### config.mk
export PLATFORM = sky130hd
export DESIGN_NAME = fetch_sequencer_flat
export DESIGN_NICKNAME = d
export VERILOG_FILES = /design/src/rtl/fetch_sequencer_if.sv /design/src/rtl/fetch_sequencer.sv /design/src/flat_wrapper.sv
export SDC_FILE = /design/constraint.sdc
export NUM_CORES = 1
export LEC_CHECK = 0
export ABC_AREA = 0
export CORE_ASPECT_RATIO = 1.1
export CORE_UTILIZATION = 37
export DETAILED_ROUTE_END_ITERATION = 12
export GPL_TIMING_DRIVEN = 1
export PLACE_DENSITY = 0.77
export SLEW_MARGIN = 10
export SYNTH_ARGS = -nofsm -noshare
export SYNTH_HDL_FRONTEND = slang
export SYNTH_SLANG_ARGS = --single-unit
### constraint.sdc
create_clock -name clk -period 1.55 [get_ports clk]
set_clock_uncertainty 0.05 [all_clocks]
set_input_delay 0.2325 -clock clk [delete_from_list [all_inputs] [get_ports clk]]
set_output_delay 0.2325 -clock clk [all_outputs]
set_load 0.02 [all_outputs]
### src/rtl/fetch_sequencer_if.sv
// Instruction-memory request/acknowledge bus between the fetch sequencer and
// a variable-latency instruction memory.
interface fetch_sequencer_if;
   logic        imem_req;
   logic [31:0] imem_addr;
   logic        imem_ack;
   logic [31:0] imem_rdata;

   modport master (
      output imem_req,
      output imem_addr,
      input  imem_ack,
      input  imem_rdata
   );

   modport slave (
      input  imem_req,
      input  imem_addr,
      output imem_ack,
      output imem_rdata
   );
endinterface

### src/rtl/fetch_sequencer.sv
// PC register and fetch/execute sequencer feeding a single-cycle MIPS core:
// fetches over a req/ack bus, commits for one cycle, handles halt and faults.
module fetch_sequencer #(
   parameter logic [31:0] RESET_PC  = 32'h0000_0000,
   parameter int          TIMEOUT   = 16,
   parameter int          TIMEOUT_W = 5
) (
   input  logic                clk,
   input  logic                rst_n,
   fetch_sequencer_if.master   imem,
   output logic [31:0]         pc,
   input  logic [31:0]         pc_new,
   output logic [31:0]         instr,
   output logic                commit,
   input  logic                halt,
   output logic                halted,
   output logic                fault,
   output logic [1:0]          fault_code,
   output logic [31:0]         retired
);

   typedef enum logic [1:0] {
      S_FETCH = 2'd0,
      S_EXEC  = 2'd1,
      S_HALT  = 2'd2,
      S_FAULT = 2'd3
   } state_t;

   localparam logic [1:0]           FC_NONE      = 2'b00;
   localparam logic [1:0]           FC_MISALIGN  = 2'b01;
   localparam logic [1:0]           FC_TIMEOUT   = 2'b10;
   localparam logic [TIMEOUT_W-1:0] TMO_LAST     = TIMEOUT_W'(TIMEOUT - 1);

   state_t               state, state_nxt;
   logic [TIMEOUT_W-1:0] tmo_cnt;
   logic                 instr_load;
   logic                 pc_load;
   logic                 retire;
   logic                 tmo_clr;
   logic                 tmo_inc;
   logic                 fc_load;
   logic [1:0]           fc_nxt;

   always_ff @(posedge clk) begin
      if (!rst_n) state <= S_FETCH;
      else        state <= state_nxt;
   end

   always_comb begin
      state_nxt  = state;
      instr_load = 1'b0;
      pc_load    = 1'b0;
      retire     = 1'b0;
      tmo_clr    = 1'b0;
      tmo_inc    = 1'b0;
      fc_load    = 1'b0;
      fc_nxt     = FC_NONE;
      unique case (state)
         S_FETCH: begin
            if (imem.imem_ack) begin
               instr_load = 1'b1;
               tmo_clr    = 1'b1;
               state_nxt  = S_EXEC;
            end else begin
               tmo_inc = 1'b1;
               if (tmo_cnt == TMO_LAST) begin
                  fc_load   = 1'b1;
                  fc_nxt    = FC_TIMEOUT;
                  state_nxt = S_FAULT;
               end
            end
         end
         S_EXEC: begin
            // A misaligned target still retires the current instruction,
            // and the fault takes precedence over a simultaneous halt.
            retire = 1'b1;
            if (pc_new[1:0] != 2'b00) begin
               fc_load   = 1'b1;
               fc_nxt    = FC_MISALIGN;
               state_nxt = S_FAULT;
            end else begin
               pc_load   = 1'b1;
               state_nxt = halt ? S_HALT : S_FETCH;
            end
         end
         S_HALT: begin
            if (!halt) state_nxt = S_FETCH;
         end
         S_FAULT: begin
            state_nxt = S_FAULT;
         end
         default: state_nxt = S_FETCH;
      endcase
   end

   always_ff @(posedge clk) begin
      if (!rst_n) begin
         pc         <= RESET_PC;
         instr      <= 32'h0000_0000;
         retired    <= 32'h0000_0000;
         tmo_cnt    <= '0;
         fault_code <= FC_NONE;
      end else begin
         if (pc_load)    pc         <= pc_new;
         if (instr_load) instr      <= imem.imem_rdata;
         if (retire)     retired    <= retired + 32'd1;
         if (fc_load)    fault_code <= fc_nxt;
         if (tmo_clr)      tmo_cnt <= '0;
         else if (tmo_inc) tmo_cnt <= tmo_cnt + 1'b1;
      end
   end

   assign imem.imem_req  = (state == S_FETCH);
   assign imem.imem_addr = pc;
   assign commit         = (state == S_EXEC);
   assign halted         = (state == S_HALT);
   assign fault          = (state == S_FAULT);

endmodule

### src/flat_wrapper.sv
// flat-port wrapper written by rule: the top's interface ports become plain ports
module fetch_sequencer_flat 
#(
   parameter logic [31:0] RESET_PC  = 32'h0000_0000,
   parameter int          TIMEOUT   = 16,
   parameter int          TIMEOUT_W = 5
)
  (clk, rst_n, pc, pc_new, instr, commit, halt, halted, fault, fault_code, retired, imem_imem_req, imem_imem_addr, imem_imem_ack, imem_imem_rdata);
  fetch_sequencer_if imem_i ();
  input  logic clk;
  input  logic rst_n;
  output logic [31:0] pc;
  input  logic [31:0] pc_new;
  output logic [31:0] instr;
  output logic commit;
  input  logic halt;
  output logic halted;
  output logic fault;
  output logic [1:0] fault_code;
  output logic [31:0] retired;
  output wire logic [$bits(imem_i.imem_req)-1:0] imem_imem_req;
  output wire logic [$bits(imem_i.imem_addr)-1:0] imem_imem_addr;
  input wire logic [$bits(imem_i.imem_ack)-1:0] imem_imem_ack;
  input wire logic [$bits(imem_i.imem_rdata)-1:0] imem_imem_rdata;
  assign imem_imem_req = imem_i.imem_req;
  assign imem_imem_addr = imem_i.imem_addr;
  assign imem_i.imem_ack = imem_imem_ack;
  assign imem_i.imem_rdata = imem_imem_rdata;
  fetch_sequencer #(.RESET_PC(RESET_PC), .TIMEOUT(TIMEOUT), .TIMEOUT_W(TIMEOUT_W)) u_core (.clk(clk), .rst_n(rst_n), .imem(imem_i), .pc(pc), .pc_new(pc_new), .instr(instr), .commit(commit), .halt(halt), .halted(halted), .fault(fault), .fault_code(fault_code), .retired(retired));
endmodule
==> flow_summary.yaml <==
run_status:
  status: "complete, but fails checks"
  violations: "setup timing"
clocking:
  hold_buffers: 0
  clk_latency_ps: 340
  clkSinkCount: 105
  clk_pin_slew_ps: 70
  cts_max_level: 3
  tritoncts: "done"
  cts_root_buffer: "clkbuf_16"
  cts_made_buffers: 9
  cts_buffer_depth: 2
routing:
  drt_iter0_drc: 131
  routed-via-count: 4297
  wl_um: 12350
  drcViolationCount: 0
  wire_per_inst_um: 13.86
  first_pass_iters: 5
  vias_per_cell: 4.823
  ant_nets: 0
timing:
  fmax_ghz: 0.5913
  drv_slew: 0
  setup_ws_ps: -141.1
  fin_crit_sh_pct: 109.1
  tightest_slew_ps: 348.6
  setup_violations: 20
  holdWs_ps: 390.5
  min_period_ps: 1691
  maxSlewHeadroom_pct: 76.57
  hold_viol_final: 0
  rsz0062_at_grt: "yes"
floorplan:
  row_count: 40
  die_width_um: 104.3
  die_area_um2: 11940
  die_h_um: 114.5
  num_io_pins: 202
  core_um2: 11060
  initial_core_util_pct: 38.48
setup_path:
  cp_max_fo: 7
  required_ps: 1770
  critical_path_class: "reg2reg"
  worstPathArrival_ps: 1910
  setup.worst_path.end_class: "flop"
  start_kind: "flop"
global_routing:
  overflow: 0
  grt_pass1_vias: 4191
  grt_pass1_wl_um: 19480
  grt_max_degree: 40
  grt_antenna_before_repair: 0
  grt_usage_pct: 20.03
place:
  placed_cell_area_um2: 6604
  gp_congestion: 0.8178
  dpl.hpwl_um: 8962
  placement.io_buffers: 201
power_and_ir_drop:
  ir_drop_uv: 524.9
  p_leak_nw: 3.206
  internal-power_w: 0.004382
  p_clk_share_pct: 35.5
  power_switching_w: 0.001492
  switching_share_pct: 25.39
  combPwrFrac_pct: 16.0
  seqPwrFrac_pct: 48.6
  power.density_nw_per_um2: 843.5
synth:
  synth_fp_nets: 596
  synth_edf_count: 0
  ys_top_cells_by_count: "142 x nand2_1, 105 x dfxtp_1, 78 x a21oi_1, 36 x nor2_1, 32 x buf_4"
  synth_area_leaders: "dfxtp_1 49%, nand2_1 13%, a21oi_1 9.2%, buf_4 5.6%, nor2_1 3.2%"
  async_flop_share_pct: 0
  avgSynthCellArea_um2: 8.108
  ys_types: 32
  yosysSeqAreaShare_pct: 49.38
  yosysWarnings: 0
  synth.top_cell.area_share_pct: 49.38
  synth-seq-cells: 105
  synthCells: 525
  synth_top_cell_by_area: "dfxtp_1"
  ys.flop_type: "dfxtp_1"
  yosysMostFrequentCell: "nand2_1"
  synth.cell_area_um2: 4257
cells_and_area:
  fillCellCount: 1019
  multi_input_area_um2: 1928
  antenna_cells: 0
  area_growth_pct: 63.61
  finish.utilization_pct: 62.96
  register_area_um2: 2137
  num-nets-final: 810
  drive_gt1_share_pct: 17.07
  finalInstanceArea_um2: 6964
job:
  drv_cap: 0
hold_path:
  hold_class: "in2reg"
## cells in the final DEF, fill, tap and decap left out, drive strengths merged
master / synthesis / layout
xnor2: 7 / 7
and2: 4 / 4
nor4: 3 / 3
nor3b: 3 / 3
clkdlybuf4s15: 0 / 1
a31oi: 1 / 1
a211oi: 1 / 1
nor3: 2 / 2
dlygate4sd2: 0 / 130
nand4: 13 / 13
o21ai: 13 / 13
inv: 6 / 6
ha: 3 / 3
or3: 10 / 10
mux2i: 1 / 1
clkbuf: 24 / 14
nand2: 142 / 142
clkdlybuf4s50: 0 / 67
and3: 8 / 8
nand3b: 2 / 2
clkinvlp: 0 / 2
xor2: 15 / 15
dfxtp: 105 / 105
buf: 36 / 65
nor2: 36 / 36
nor2b: 2 / 2
or2: 1 / 1
and4: 2 / 2
a21oi: 78 / 78
nand4b: 1 / 1
nand3: 6 / 6
## final timing paths
| kind | start | end | slack, ps | cells past startpoint |
|---|---|---|---|---|
| min | imem_imem_rdata[24] | u_core.instr[24] | 390 | 3 |
| min reg2reg | u_core.instr[31] | u_core.instr[31] | 400 | 2 |
| max | u_core.state[1] | u_core.retired[29] | -140 | 6 |
| max reg2reg | u_core.state[1] | u_core.retired[29] | -140 | 6 |
## power groups by stage
stage	Combinational, W	Sequential, W	Clock (W)
floorplan	0.000353	0.00302	0
global placement	0.000986	0.00291	0
detailed placement	0.00100	0.00291	0
CTS	0.000931	0.00285	0.00214
global route	0.00102	0.00287	0.00226
finish	0.000937	0.00285	0.00208
## logic make-up (layout without fill, tap and decap cells)
family          Yosys count  after routing  synth area share [%]
simple gates            235            235                 25.19
buf+inv                  66            285                 8.760
fa+ha+maj                 3              3                0.8819
flops                   105            105                 49.38
mux                       1              1                0.2352
xor+xnor                 22             22                 4.527
compound gates           93             93                 11.02
## what timing repair did
item | in CTS | in global routing
setup buffers | 8 | 5
pin swaps | 20 | 28
endpoints found under the hold margin | 0 | 0
endpoints found under the setup margin | 151 | 39
gates resized for setup | 160 | 33
## cell type report
class	instances	share of cell area [%]
Tap cell	147	2.641
Inverter	6	0.3593
Multi-Input combinational cell	354	27.69
Clock buffer	14	3.647
Timing Repair Buffer	263	34.76
Clock inverter	2	0.2156
Sequential cell	105	30.69
## per-stage QoR
| stage | power, W | setup TNS (ps) | setup slack [ps] | std cells |
|---|---|---|---|---|
| floorplan | 0.003377 | -1038 | -135.2 | 525 |
| global placement | 0.003891 | -797.3 | -96.80 | 864 |
| detailed placement | 0.003916 | -1963 | -235.9 | 864 |
| CTS | 0.005920 | -1733 | -200.0 | 887 |
| global route | 0.006144 | -3477 | -219.2 | 891 |
| finish | 0.005874 | -1796 | -141.1 | 891 |
## critical path: stages (launching register included)
cell,delay [ps]
dfxtp_4,370
buf_6,110
nand3b_1,270
nor2_4,210
nand4_4,130
or3_1,340
a21oi_1,140
## registers in the layout, summed over array words and instances, names as in the netlist
register and flops:
u_core.imem.imem_addr 32, u_core.instr 32, u_core.retired 32, u_core.tmo_cnt 5, u_core.fault_code 2, u_core.state 2
## per-layer routing
layer | global-route usage (%) | share of wire [%] | vias up
met4 | 7.333 | 1.6 | 0
met3 | 3.756 | 5.0 | 20
met2 | 38.06 | 54 | 150
met1 | 22.09 | 39 | 2003
met5 | 0 | 0 | -
li1 | - | - | 2124
Note: power is estimated with default switching activity, not from simulation.
